## src/rtl/pipe_pkg.sv

```systemverilog
// Shared definitions for the elastic pipeline stages: FSM state encoding,
// per-stage payload widths and ctrl-vector bit positions.
package pipe_pkg;

  typedef enum logic [1:0] {
    ST_EMPTY = 2'd0,
    ST_ONE   = 2'd1,
    ST_FULL  = 2'd2
  } state_e;

  localparam int unsigned IF_ID_CTRL_W  = 4;
  localparam int unsigned IF_ID_DATA_W  = 64;
  localparam int unsigned ID_EX_CTRL_W  = 12;
  localparam int unsigned ID_EX_DATA_W  = 56;
  localparam int unsigned EX_MEM_CTRL_W = 8;
  localparam int unsigned EX_MEM_DATA_W = 72;
  localparam int unsigned MEM_WB_CTRL_W = 4;
  localparam int unsigned MEM_WB_DATA_W = 40;

  localparam int unsigned STALL_CNT_W   = 16;

  // Side-effecting bits inside every ctrl vector; all must read 0 on a bubble.
  localparam int unsigned WB_WE_BIT  = 0;
  localparam int unsigned MEM_WE_BIT = 1;
  localparam int unsigned HLT_BIT    = 2;

  typedef struct packed {
    logic [ID_EX_CTRL_W-1:0] ctrl;
    logic [ID_EX_DATA_W-1:0] data;
  } id_ex_payload_t;

  function automatic logic [1:0] occ_of(input state_e s);
    return 2'(s);
  endfunction

endpackage

```

## src/rtl/pipe_entry_reg.sv

```systemverilog
// One stage entry (ctrl + data) with load enable and a ctrl-only clear so a
// dropped or drained entry can never leak write-enables downstream.
module pipe_entry_reg #(
  parameter int unsigned CTRL_W = 12,
  parameter int unsigned DATA_W = 56
) (
  input  logic              clk,
  input  logic              rst_n,
  input  logic              load,
  input  logic              clr,
  input  logic [CTRL_W-1:0] next_ctrl,
  input  logic [DATA_W-1:0] next_data,
  output logic [CTRL_W-1:0] ctrl,
  output logic [DATA_W-1:0] data
);

  // Clear beats load for ctrl; data only changes on a real load.
  always_ff @(posedge clk) begin
    if (!rst_n) begin
      ctrl <= '0;
      data <= '0;
    end else begin
      if (clr) begin
        ctrl <= '0;
      end else if (load) begin
        ctrl <= next_ctrl;
      end
      if (load) begin
        data <= next_data;
      end
    end
  end

endmodule

```

## src/rtl/pipe_stage_skid.sv

```systemverilog
// Elastic valid/ready pipeline stage with a 2-entry skid buffer, flush,
// bubble ctrl-zeroing and a saturating stall counter.
module pipe_stage_skid
  import pipe_pkg::*;
#(
  parameter int unsigned CTRL_W = ID_EX_CTRL_W,
  parameter int unsigned DATA_W = ID_EX_DATA_W,
  parameter int unsigned CNT_W  = STALL_CNT_W
) (
  input  logic              clk,
  input  logic              rst_n,
  input  logic              flush,
  input  logic              up_valid,
  output logic              up_ready,
  input  logic [CTRL_W-1:0] up_ctrl,
  input  logic [DATA_W-1:0] up_data,
  output logic              dn_valid,
  input  logic              dn_ready,
  output logic [CTRL_W-1:0] dn_ctrl,
  output logic [DATA_W-1:0] dn_data,
  output logic [1:0]        occupancy,
  output logic [CNT_W-1:0]  stall_cnt
);

  localparam logic [CNT_W-1:0] CNT_MAX = '1;

  state_e            state;
  state_e            state_nxt;
  logic              up_fire;
  logic              dn_fire;
  logic              main_load;
  logic              main_from_skid;
  logic              main_clr;
  logic              skid_load;
  logic [CTRL_W-1:0] skid_ctrl;
  logic [DATA_W-1:0] skid_data;
  logic [CTRL_W-1:0] main_next_ctrl;
  logic [DATA_W-1:0] main_next_data;

  assign dn_valid  = (state != ST_EMPTY);
  assign occupancy = occ_of(state);
  assign up_fire   = up_valid & up_ready;
  assign dn_fire   = dn_valid & dn_ready;

  // Next state and entry-register enables; flush overrides every transfer.
  always_comb begin
    state_nxt      = state;
    main_load      = 1'b0;
    main_from_skid = 1'b0;
    skid_load      = 1'b0;
    case (state)
      ST_EMPTY: begin
        if (up_fire) begin
          state_nxt = ST_ONE;
          main_load = 1'b1;
        end
      end
      ST_ONE: begin
        if (up_fire && dn_fire) begin
          main_load = 1'b1;
        end else if (up_fire) begin
          state_nxt = ST_FULL;
          skid_load = 1'b1;
        end else if (dn_fire) begin
          state_nxt = ST_EMPTY;
        end
      end
      ST_FULL: begin
        if (dn_fire) begin
          state_nxt      = ST_ONE;
          main_load      = 1'b1;
          main_from_skid = 1'b1;
        end
      end
      default: state_nxt = ST_EMPTY;
    endcase
    if (flush) begin
      state_nxt      = ST_EMPTY;
      main_load      = 1'b0;
      main_from_skid = 1'b0;
      skid_load      = 1'b0;
    end
  end

  assign main_clr       = (state_nxt == ST_EMPTY);
  assign main_next_ctrl = main_from_skid ? skid_ctrl : up_ctrl;
  assign main_next_data = main_from_skid ? skid_data : up_data;

  // up_ready is registered from next state, so dn_ready never reaches it combinationally.
  always_ff @(posedge clk) begin
    if (!rst_n) begin
      state     <= ST_EMPTY;
      up_ready  <= 1'b0;
      stall_cnt <= '0;
    end else begin
      state    <= state_nxt;
      up_ready <= (state_nxt != ST_FULL);
      if (dn_valid && !dn_ready && (stall_cnt != CNT_MAX)) begin
        stall_cnt <= stall_cnt + CNT_W'(1);
      end
    end
  end

  pipe_entry_reg #(
    .CTRL_W (CTRL_W),
    .DATA_W (DATA_W)
  ) u_main (
    .clk       (clk),
    .rst_n     (rst_n),
    .load      (main_load),
    .clr       (main_clr),
    .next_ctrl (main_next_ctrl),
    .next_data (main_next_data),
    .ctrl      (dn_ctrl),
    .data      (dn_data)
  );

  pipe_entry_reg #(
    .CTRL_W (CTRL_W),
    .DATA_W (DATA_W)
  ) u_skid (
    .clk       (clk),
    .rst_n     (rst_n),
    .load      (skid_load),
    .clr       (flush),
    .next_ctrl (up_ctrl),
    .next_data (up_data),
    .ctrl      (skid_ctrl),
    .data      (skid_data)
  );

endmodule
```

## config.mk

```make
export PLATFORM = sky130hd
export DESIGN_NAME = pipe_stage_skid
export DESIGN_NICKNAME = d
export VERILOG_FILES = /design/src/rtl/pipe_pkg.sv /design/src/rtl/pipe_entry_reg.sv /design/src/rtl/pipe_stage_skid.sv
export SDC_FILE = /design/constraint.sdc
export NUM_CORES = 1
export LEC_CHECK = 0
export ABC_AREA = 1
export BUFFER_PORTS_ARGS = -buffer_cell sky130_fd_sc_hd__buf_2
export CAP_MARGIN = 10
export CORE_MARGIN = 3
export CORE_UTILIZATION = 54
export DETAILED_ROUTE_END_ITERATION = 7
export GPL_ROUTABILITY_DRIVEN = 1
export GPL_TIMING_DRIVEN = 1
export HOLD_SLACK_MARGIN = 0.15
export PLACE_DENSITY = 0.8
export SYNTH_ARGS = -nofsm -noshare
export SYNTH_HDL_FRONTEND = slang
export SYNTH_HIERARCHICAL = 1
export SYNTH_SLANG_ARGS = --single-unit
```

## constraint.sdc

```tcl
create_clock -name clk -period 2.5 [get_ports clk]
set_clock_uncertainty 0.2 [all_clocks]
set_input_delay 0.25 -clock clk [delete_from_list [all_inputs] [get_ports clk]]
set_output_delay 0.25 -clock clk [all_outputs]
set_load 0.02 [all_outputs]
```

==> impl_results.md, run 1 <==
- Slew margin rel.: 0.5781
- Via density: about 5.2
- Routed Antenna Nets: 0
- Max incr delay on CP: about 560 ps
- CP top delay family: buffers and inverters
- Mapped Cells: roughly 840
- Avg Cell Area, Syn: around 8 sq um
- Hold/Removal Path Class: flop to flop
- Max-slew violations: 0
- Most frequent cells in the layout: nor2_1, buf_2, dfxtp_1
- DR DRC count: 0
- Leak Pwr: approximately 4.2 nW
- First-pass GRT wire length: 31.01 mm
- Period utilization: 0.9624
- CP max FO: 32
- CP Cell Sequence: inv_1 > nand3_2 > nor4_4 > inv_2 > buf_8 > nor2_1 > nor2_1 > dlygate4sd3_1
- Core Area: ~0.012 sq mm
- Slowest cell on the critical path: dlygate4sd3_1
- Chip height: 118.6 um
- DRT Wirelength: roughly 19 mm
- Setup CP Type: flop to flop
- Initial Utilization: 0.5605
- Clock sinks: roughly 160
- Syn Nets: between 900 and 1,000
- DR iter-0 viols: 481
- Post-DP HPWL: 10.58 mm
- Critical path endpoint category: flop
- Die Area: about 0.014 sq mm
- CP arrival: approximately 2500 ps
- Initial antenna violation count: 0
- Area grow syn2layout: 32.71%
- Pwr Density: 624.3 mW/mm^2
- Post-CTS Setup Inserts: 0
- FF+latch count, synth: around 160
- Total CTS buffers: 17
- Non-Filler Instances: ~1,200
- Final setup violation count: 0
- Routed wire length per instance: between 15 and 20 um
- Max frequency: roughly 420 MHz
- Gr usage total: 0.2685
- Vias: between 6,000 and 7,000
- Final Hold Viols: 0
- Maxcap violations: 0
- H-tree depth: 4
- Grt ovf: 0
- Status: completed
- Clk_lat worst skew: roughly 420 ps
- VDD IR max: a little under 0.5 mV
- FILL cells: 885
- Pre-CTS worst setup slack: ~420 ps
- Rows: 40
- Port Buffers: 160
- Horiz. Die Dim: roughly 120 um
- Ys Warns: 6
- Gpl congestion: 0.7916
- Nets: about 1,100
- Largest net degree at the start of global routing: 75
- Worst setup SP type: flop
- DR pass1 iterations: 5
- Final setup margin: between 90 and 100 ps
- Vias in the first global route: 6,435
- CTS tree: yes
- Hold_ws: 268.8 ps
- Inst Count DP: 1,127
- CTS root buffer: clkbuf_16
- Clk buf depth: 2
- Antenna diodes: 0
- Layout cell share with drive strength beyond 1: 0.3068
- Post-Syn Area: about 0.0068 sq mm
- Clock period minus worst slack: around 2400 ps
- CP most frequent cell: nor2_1
- Reg clk slew, reported paths: 60 ps
- Worst EP required: between 2000 and 3000 ps
- Top Ports: about 160
- Sequential area share after synthesis: 0.4534
- Leading cell type in the layout, fill and taps excluded: nor2_1
- Measured slew at the worst slew-check pin: 631.3 ps
- CP Buf/Inv Count: 4
- Yosys cell types: 30
==> through the flow <==
| stage | total power, mW | cell area (sq um) | TNS, ps | util |
|---|---|---|---|---|
| finish | 5.670 | 9082 | 0 | 0.7438 |
| CTS | 5.675 | 9057 | 0 | 0.7417 |
| global placement | 3.052 | 7687 | 0 | 0.6295 |
| global route | 5.841 | 9082 | -15.76 | 0.7438 |
| floorplan | 2.887 | 6844 | 0 | - |
| detailed placement | 3.059 | 7687 | 0 | 0.6295 |
==> repair_timing <==
item	4_1_cts	5_1_grt
hold endpoints to repair	142	0
setup endpoints to repair	0	5
hold buffers	78	0
resized for setup	0	5
==> metal layers <==
metal / track usage / share of wire / vias up
li1: - / - / 3164
met1: 0.3242 / 0.42 / 3034
met2: 0.4703 / 0.51 / 226
met3: 0.05455 / 0.057 / 38
met4: 0.09993 / 0.019 / 0
met5: 0 / 0 / -
==> power breakdown <==
part / leakage (nW) / internal, mW / switching, mW
logic: 2.67 / 0.253 / 0.300
clock network: 0.281 / 1.54 / 1.01
registers: 1.26 / 2.53 / 0.0335
total: 4.21 / 4.33 / 1.35
==> flip-flops by register name, summed over array words and instances (netlist names) <==
signal       flops
u_skid/ctrl     12
up_ready         1
occupancy        2
u_skid/data     56
u_main/ctrl     12
stall_cnt       16
u_main/data     56
==> layout make-up <==
| type | instances | area [sq um] | area share |
|---|---|---|---|
| Clock buffer | 21 | 470.5 | 0.05180 |
| Timing Repair Buffer | 253 | 1755 | 0.1933 |
| Tap cell | 168 | 210.2 | 0.02314 |
| Multi-Input combinational cell | 607 | 3342 | 0.3680 |
| Inverter | 22 | 82.58 | 0.009092 |
| Clock inverter | 11 | 118.9 | 0.01309 |
| Sequential cell | 155 | 3103 | 0.3416 |
==> final timing paths <==
kind / depth (start not counted) / to / slack [ps] / startpoint
worst max-delay path: 8 / u_skid/data[14] / 90 / occupancy[1]
worst min-delay path: 2 / u_main/ctrl[6] / 270 / u_main/ctrl[6]
worst max register to register: 8 / u_skid/data[14] / 90 / occupancy[1]
worst min register to register: 2 / u_main/ctrl[6] / 270 / u_main/ctrl[6]
==> synth_stat cells <==
library cell  number  share of area
inv_2              3         0.0016
nand2_2           22          0.020
nor2_1           250           0.14
nor2_8             1         0.0029
xnor2_1            2         0.0026
mux2_4            20          0.044
buf_2             24          0.018
o21ai_4            1         0.0024
nor2_2             1        0.00091
nand3b_1           1         0.0011
o21ai_0           82          0.060
mux2_2            48          0.079
nor4_1             1        0.00091
nand4_2            1         0.0018
clkbuf_2           6         0.0044
buf_4              1         0.0011
inv_1             19          0.010
a21oi_1           18          0.013
nand2_1           83          0.046
buf_1              1        0.00055
nand4_1            6         0.0055
nand3_1           13         0.0095
xor2_1             4         0.0051
clkbuf_1           4         0.0022
dfxtp_1          155           0.45
buf_6             15          0.025
nor2_4             2         0.0033
o21ai_1           30          0.022
a21oi_2           20          0.026
ha_1               1         0.0018
==> tightest hold or removal path: stages (launching register included) <==
cell	delay [ps]
dfxtp_1	310
nand2_1	70
a21oi_2	40
==> kinds of logic (layout without fill, tap and decap cells) <==
kind of cell             after synthesis  count (layout)  share of synthesized area
adder cells (fa/ha/maj)                1               1                   0.001828
buffers and inverters                 73             307                    0.06252
AND/OR/NAND/NOR                      381             381                     0.2287
flip-flops                           155             155                     0.4534
AO/OA/AOI/OAI                        151             151                     0.1230
XOR/XNOR                               6               6                   0.007678
multiplexers                          68              68                     0.1229
Note: power is estimated with default switching activity, not from simulation.
==> run 2, diff against run 1 <==
--- a/config.mk
+++ b/config.mk
@@ -17,5 +17,4 @@
 export PLACE_DENSITY = 0.8
 export SYNTH_ARGS = -nofsm -noshare
 export SYNTH_HDL_FRONTEND = slang
-export SYNTH_HIERARCHICAL = 1
 export SYNTH_SLANG_ARGS = --single-unit
==> run 2 against run 1 <==
Effect of this change: final area shrank 1.3%; wire length grew 0.85%; sequential share of layout area grew 0.44 points; clock-buffer cell count grew 3; first-iteration DRC count grew 15%; via count grew 9.1%.
==> impl_results.md, run 2 <==
- Synth cell count leaders: nand2_1, nor2_1, dfxtp_1
- Maxcap violations: 0
- CP Buf/Inv Count: 2
- Max-slew violations: 0
- Most frequent cells in the layout: nand2_1, nor2_1, buf_2
- DR iter-0 viols: 551
- DRT Wirelength: approximately 19 mm
- CP top delay family: simple AND/OR/NAND/NOR gates
- Fin Setup TNS: 0 ps
- CP Cell Sequence: nor2_2 > nor2_4 > inv_2 > nor2_1 > dlygate4sd3_1 > nand2_1 > nand3_1 > nand2_2 > nor2_1
- Area leader, netlist: dfxtp_1
- Multi-input gate area: 0.003228 sq mm
- Initial antenna violation count: 0
- Main synth FF type: dfxtp_1
- FF+latch count, synth: around 160
- RSZ-0062 raised after global routing: no
- Chip height: 117.8 um
- Max frequency: between 400 and 500 MHz
- Core Area: about 0.012 sq mm
- Avg Cell Area, Syn: ~6.7 sq um
- Max incr delay on CP: slightly below 600 ps
- Total CTS buffers: 17
- First-pass GRT wire length: between 30 and 40 mm
- Gpl congestion: 0.8074
- H-tree depth: 4
- Via density: slightly above 5
- Nets: 1,282
- Grt ovf: 0
- Syn Nets: 1,083
- Gr usage total: 0.2697
- CTS tree: yes
- Area grow syn2layout: 32.80%
- Post-CTS Setup Inserts: 0
- Post-Syn Area: 0.006751 sq mm
- Measured slew at the worst slew-check pin: slightly below 800 ps
- Period utilization: 0.9019
- Clock sinks: around 160
- Worst setup SP type: flop
- Sequential Area: just over 0.003 sq mm
- Status: completed
- Top post-synthesis cells by area: dfxtp_1, nand2_1, nor2_1
- Top Ports: 161
- Largest net degree at the start of global routing: 70
- CP most frequent cell: nor2_1
- Post-synth ARST share: 0
- Slowest cell on the critical path: dlygate4sd3_1
- Clk buf depth: 2
- Pwr Density: between 600 and 700 mW/mm^2
- Final setup violation count: 0
- Worst hold stages: 5
- Hold/Removal Path Class: primary input to flop
- Critical path endpoint category: flop
- Final Hold Viols: 0
- Antenna diodes: 0
- Leading cell type in the layout, fill and taps excluded: nand2_1
- Reg clk slew, reported paths: 60 ps
- Worst EP required: approximately 2700 ps
- Post-DP HPWL: 10.72 mm
- R2r worst-path depth: 9
- Ys Warns: 0
- Leak Pwr: just over 4 nW
- Vias in the first global route: about 6,500
- FILL cells: roughly 1,000
- Die Area: roughly 0.014 sq mm
- Clock period minus worst slack: about 2300 ps
- Yosys top cell area share: 0.4596
- Routed Antenna Nets: 0
- CTS root buffer: clkbuf_16
- Setup CP Type: flop to flop
- DR DRC count: 0
- CP Depth: 9
- Routed wire length per instance: between 10 and 15 um
- Rows: 40
- Mapped Cells: 1,009
- CP max FO: 12
- Top flop regs: u_main.data (56), u_skid.data (56), stall_cnt (16)
- Sequential area share after synthesis: 0.4596
- Pre-CTS worst setup slack: slightly below 600 ps
- VDD IR max: between 0.4 and 0.5 mV
- Port Buffers: 160
- Yosys cell types: 25
- Layout cell share with drive strength beyond 1: 0.1795
- Final setup margin: approximately 250 ps
- Vias: 7,049
- Clk_lat worst skew: approximately 430 ps
- Slew margin rel.: 0.4687
- Initial Utilization: 0.5574
- CP arrival: around 2400 ps
- Horiz. Die Dim: approximately 120 um
- Most common cell in the netlist: nand2_1
- DR pass1 iterations: 5
- EDFF count, synth: 0
run 2: cell count changes after synthesis, moves of 25 or more:
cell,before,now
mux2_2,48,0
nand3_1,13,80
nand2_1,83,344
o21ai_0,82,57
nor2_1,250,175
a21oi_1,18,71
clkbuf_1,4,32
run 2: logic make-up after synthesis:
group,synth area share
flip-flops,0.4596
adder cells (fa/ha/maj),0.001853
XOR/XNOR,0.007783
AO/OA/AOI/OAI,0.1043
AND/OR/NAND/NOR,0.3623
buffers and inverters,0.06412
run 2: repair_timing:
item                                    CTS  global route
hold endpoints to repair                142             0
resized for setup                         0             1
endpoints found under the setup margin    0            12
hold buffers                             73             0
run 2: final cells by class:
type                            instances  share of cell area
Clock buffer                           24             0.05596
Inverter                               29             0.01214
Sequential cell                       155              0.3461
Tap cell                              168             0.02344
Multi-Input combinational cell        759              0.3600
Timing Repair Buffer                  246              0.1873
Clock inverter                          7             0.01507
run 2: worst paths after layout:
path | from | to | slack (ps)
min reg2reg | u_main.data[41] | u_main.data[41] | 260
min | rst_n | u_skid.ctrl[2] | 180
max reg2reg | occupancy[0] | u_main.ctrl[11] | 250
max | occupancy[0] | u_main.ctrl[11] | 250
run 2: metal layers:
layer | part of all wire | vias to the layer above | GRT usage | wire length (um)
met4 | 0.022 | 0 | 0.1040 | 427
met1 | 0.45 | 3156 | 0.3403 | 8483
met3 | 0.060 | 41 | 0.06872 | 1145
met5 | 0 | - | 0 | 0
li1 | - | 3598 | - | -
met2 | 0.47 | 254 | 0.4441 | 8971
run 2: stage by stage:
stage                     cell area, sq um  power (mW)    util  cells  hold WS, ps
final                                 8966       5.838  0.7403   1388        177.1
after global routing                  8966       6.020  0.7403   1388        217.2
after CTS                             8964       5.844  0.7401   1388        180.7
after detailed placement              7596       3.018  0.6272   1284        253.9
after global placement                7596       3.013  0.6272   1284        248.3
after floorplan                       6751       2.858       -   1009        198.0
run 2: worst register-to-register path, cell delays in order (launching register included):
cell	delay, ps
dfxtp_1	480
nor2_2	100
nor2_4	150
inv_2	80
nor2_1	90
dlygate4sd3_1	580
nand2_1	70
nand3_1	100
nand2_2	180
nor2_1	160
run 2: report_power, final:
part	internal, mW	total (mW)	switching (mW)	leakage, nW
registers	2.52	2.54	0.0247	1.25
logic	0.221	0.527	0.306	2.46
clock network	1.79	2.77	0.978	0.316
total	4.53	5.84	1.31	4.03
==> run 3, diff against run 2 <==
--- a/config.mk
+++ b/config.mk
@@ -8,13 +8,14 @@
 export ABC_AREA = 1
 export BUFFER_PORTS_ARGS = -buffer_cell sky130_fd_sc_hd__buf_2
 export CAP_MARGIN = 10
-export CORE_MARGIN = 3
-export CORE_UTILIZATION = 54
+export CORE_MARGIN = 5
+export CORE_UTILIZATION = 57
 export DETAILED_ROUTE_END_ITERATION = 7
 export GPL_ROUTABILITY_DRIVEN = 1
 export GPL_TIMING_DRIVEN = 1
 export HOLD_SLACK_MARGIN = 0.15
-export PLACE_DENSITY = 0.8
+export PLACE_DENSITY = 0.84
+export REMOVE_ABC_BUFFERS = 1
 export SYNTH_ARGS = -nofsm -noshare
 export SYNTH_HDL_FRONTEND = slang
 export SYNTH_SLANG_ARGS = --single-unit
==> constraint.sdc (replaced) <==
create_clock -name clk -period 2.8 [get_ports clk]
set_clock_uncertainty 0.2 [all_clocks]
set_input_delay 0.28 -clock clk [delete_from_list [all_inputs] [get_ports clk]]
set_output_delay 0.28 -clock clk [all_outputs]
set_load 0.02 [all_outputs]
==> run 3 against run 2 <==
Effect of this change: via count grew 4.3%; clock power shrank 13%; die area grew 1.7%; utilization grew 3.5 points; non-clock buffer count grew 1; final cell count shrank 1.5%; critical path depth shrank 1; total power shrank 12%; clock-buffer cell count shrank 1; flip-flop and latch count is the same; critical path type is now primary input to flop; critical endpoint is now up_ready; largest power group unchanged.
==> impl_results.md, run 3 (synthesized netlist as in run 2, its figures left out) <==
- DRT Wirelength: 20.07 mm
- Period utilization: 0.8714
- RSZ-0062 raised after global routing: no
- Pre-CTS worst setup slack: slightly below 600 ps
- Pwr Density: 578.2 mW/mm^2
- Most frequent cells in the layout: nand2_1, nor2_1, buf_2
- Final setup violation count: 0
- Gpl congestion: between 0.8 and 0.9
- Clk buf depth: 2
- Max incr delay on CP: roughly 570 ps
- CP max FO: 5
- Final Hold Viols: 0
- R2R Path End: up_ready
- Reg clk slew, reported paths: around 60 ps
- Nets: 1,283
- Worst Hold Path EP: u_main.data[30]
- Measured slew at the worst slew-check pin: about 800 ps
- Max frequency: around 400 MHz
- Die Area: roughly 0.014 sq mm
- Worst hold stages: 2
- Clock period minus worst slack: 2440 ps
- Maxcap violations: 0
- CP arrival: around 2500 ps
- Leak Pwr: approximately 4 nW
- Layout cell share with drive strength beyond 1: 0.1776
- Top Ports: approximately 160
- Routed wire length per instance: approximately 15 um
- Horiz. Die Dim: approximately 120 um
- M2 GR Usage: 0.4782
- Rows: 39
- Grt ovf: 0
- CP top delay family: buffers and inverters
- Slowest cell on the critical path: dlygate4sd3_1
- Vias in the first global route: just under 7,000
- DR pass1 iterations: 5
- Top flop regs: u_main.data (56), u_skid.data (56), stall_cnt (16)
- CP Buf/Inv Count: 5
- Util after Layout: 0.7750
- Worst setup SP type: primary input
- Via density: ~5.4
- Power, Total: 5.161 mW
- Slew margin rel.: 0.4679
- Setup CP Type: primary input to flop
- Total CTS buffers: 17
- Critical R2R Launch: occupancy[0]
- Routed Antenna Nets: 0
- Core Area: 0.01152 sq mm
- CP Cell Sequence: dlygate4sd3_1 > buf_2 > nor2_4 > inv_2 > nor2_1 > dlygate4sd3_1 > a21oi_1 > dlygate4sd3_1
- R2r worst-path depth: 7
- First-pass GRT wire length: approximately 33 mm
- Initial Utilization: 0.5863
- Chip height: roughly 120 um
- Worst EP required: between 2000 and 3000 ps
- Post-CTS Setup Inserts: 0
- DR iter-0 viols: 818
- Clk_lat worst skew: approximately 420 ps
- CTS tree: yes
- DR DRC count: 0
- Initial antenna violation count: 1
- Clock sinks: 155
- Leading cell type in the layout, fill and taps excluded: nand2_1
- Largest net degree at the start of global routing: 69
- H-tree depth: 4
- Area grow syn2layout: 32.19%
- VDD IR max: 0.3768 mV
- FF-to-FF setup slack: around 400 ps
- Vias: 7,351
- Port Buffers: 160
- Critical path endpoint category: flop
- Hold Startpoint: u_main.data[30]
- Met3 Use GR: 0.06209
- GRT Max-Usage Layer: met2
- Max-slew violations: 0
- CTS root buffer: clkbuf_16
- Hold_ws: 260.4 ps
- CP most frequent cell: dlygate4sd3_1
- Routing usage on met1: 0.3439
- Status: completed
- Hold/Removal Path Class: flop to flop
- Gr usage total: 0.2833
- Final setup margin: around 360 ps
- Post-DP HPWL: between 10 and 15 mm
## run 3: cell count changes in the layout (fill, tap and decap cells not counted), sizes merged
cell,change
inv,+2
clkbuf,-1
diode,+2
clkinvlp,+1
buf,-2
bufinv,-1
dlygate4sd3,+3
## run 3: worst max-delay path by stage
stage | startpoint | end | slack [ps] | cells past startpoint
6_report | dn_ready | up_ready | 360 | 8
5_1_grt | occupancy[0] | u_main.ctrl[4] | 260 | 9
4_1_cts | dn_ready | occupancy[1] | 400 | 9
3_5_place_dp | occupancy[0] | u_main.ctrl[5] | 590 | 8
3_3_place_gp | occupancy[0] | u_main.ctrl[9] | 690 | 8
2_1_floorplan | occupancy[0] | u_main.ctrl[0] | -1160 | 8
## run 3: routing by layer
metal,routed length (um),up-vias
met1,8215,3345
li1,-,3610
met5,0,-
met2,9763,337
met4,630,0
met3,1465,59
## run 3: stage by stage
| stage | instance area, sq um | setup TNS (ps) | std cells |
|---|---|---|---|
| floorplan | 6427 | -81810 | 943 |
| global placement | 7537 | 0 | 1257 |
| detailed placement | 7537 | 0 | 1257 |
| CTS | 8920 | 0 | 1365 |
| global route | 8922 | 0 | 1366 |
| finish | 8925 | 0 | 1367 |
## run 3: worst register-to-register path, delay by kind of cell (launching register included)
family / cells / cell delay (ps)
AOI/OAI and AO/OA: 1 / 60
buffers and inverters: 3 / 1220
DFF: 1 / 460
and+or+nand+nor: 3 / 320
## run 3: layout make-up
cell class	count	area, sq um
Clock inverter	9	133.9
Inverter	29	108.9
Fill cell	824	2591
Clock buffer	23	488.0
Antenna cell	2	5.005
Timing Repair Buffer	247	1682
Sequential cell	155	3103
Multi-Input combinational cell	759	3226
Tap cell	143	178.9
## run 3: repair_timing
action | CTS | global route
endpoints found under the setup margin | 0 | 0
gates resized for setup | 0 | 0
hold endpoints to repair | 151 | 0
hold buffers | 76 | 0
## run 3: power breakdown
| part | internal (mW) | switching, mW | total (mW) |
|---|---|---|---|
| combinational | 0.197 | 0.279 | 0.476 |
| sequential | 2.25 | 0.0239 | 2.27 |
| clock | 1.50 | 0.913 | 2.42 |
| total | 3.94 | 1.22 | 5.16 |
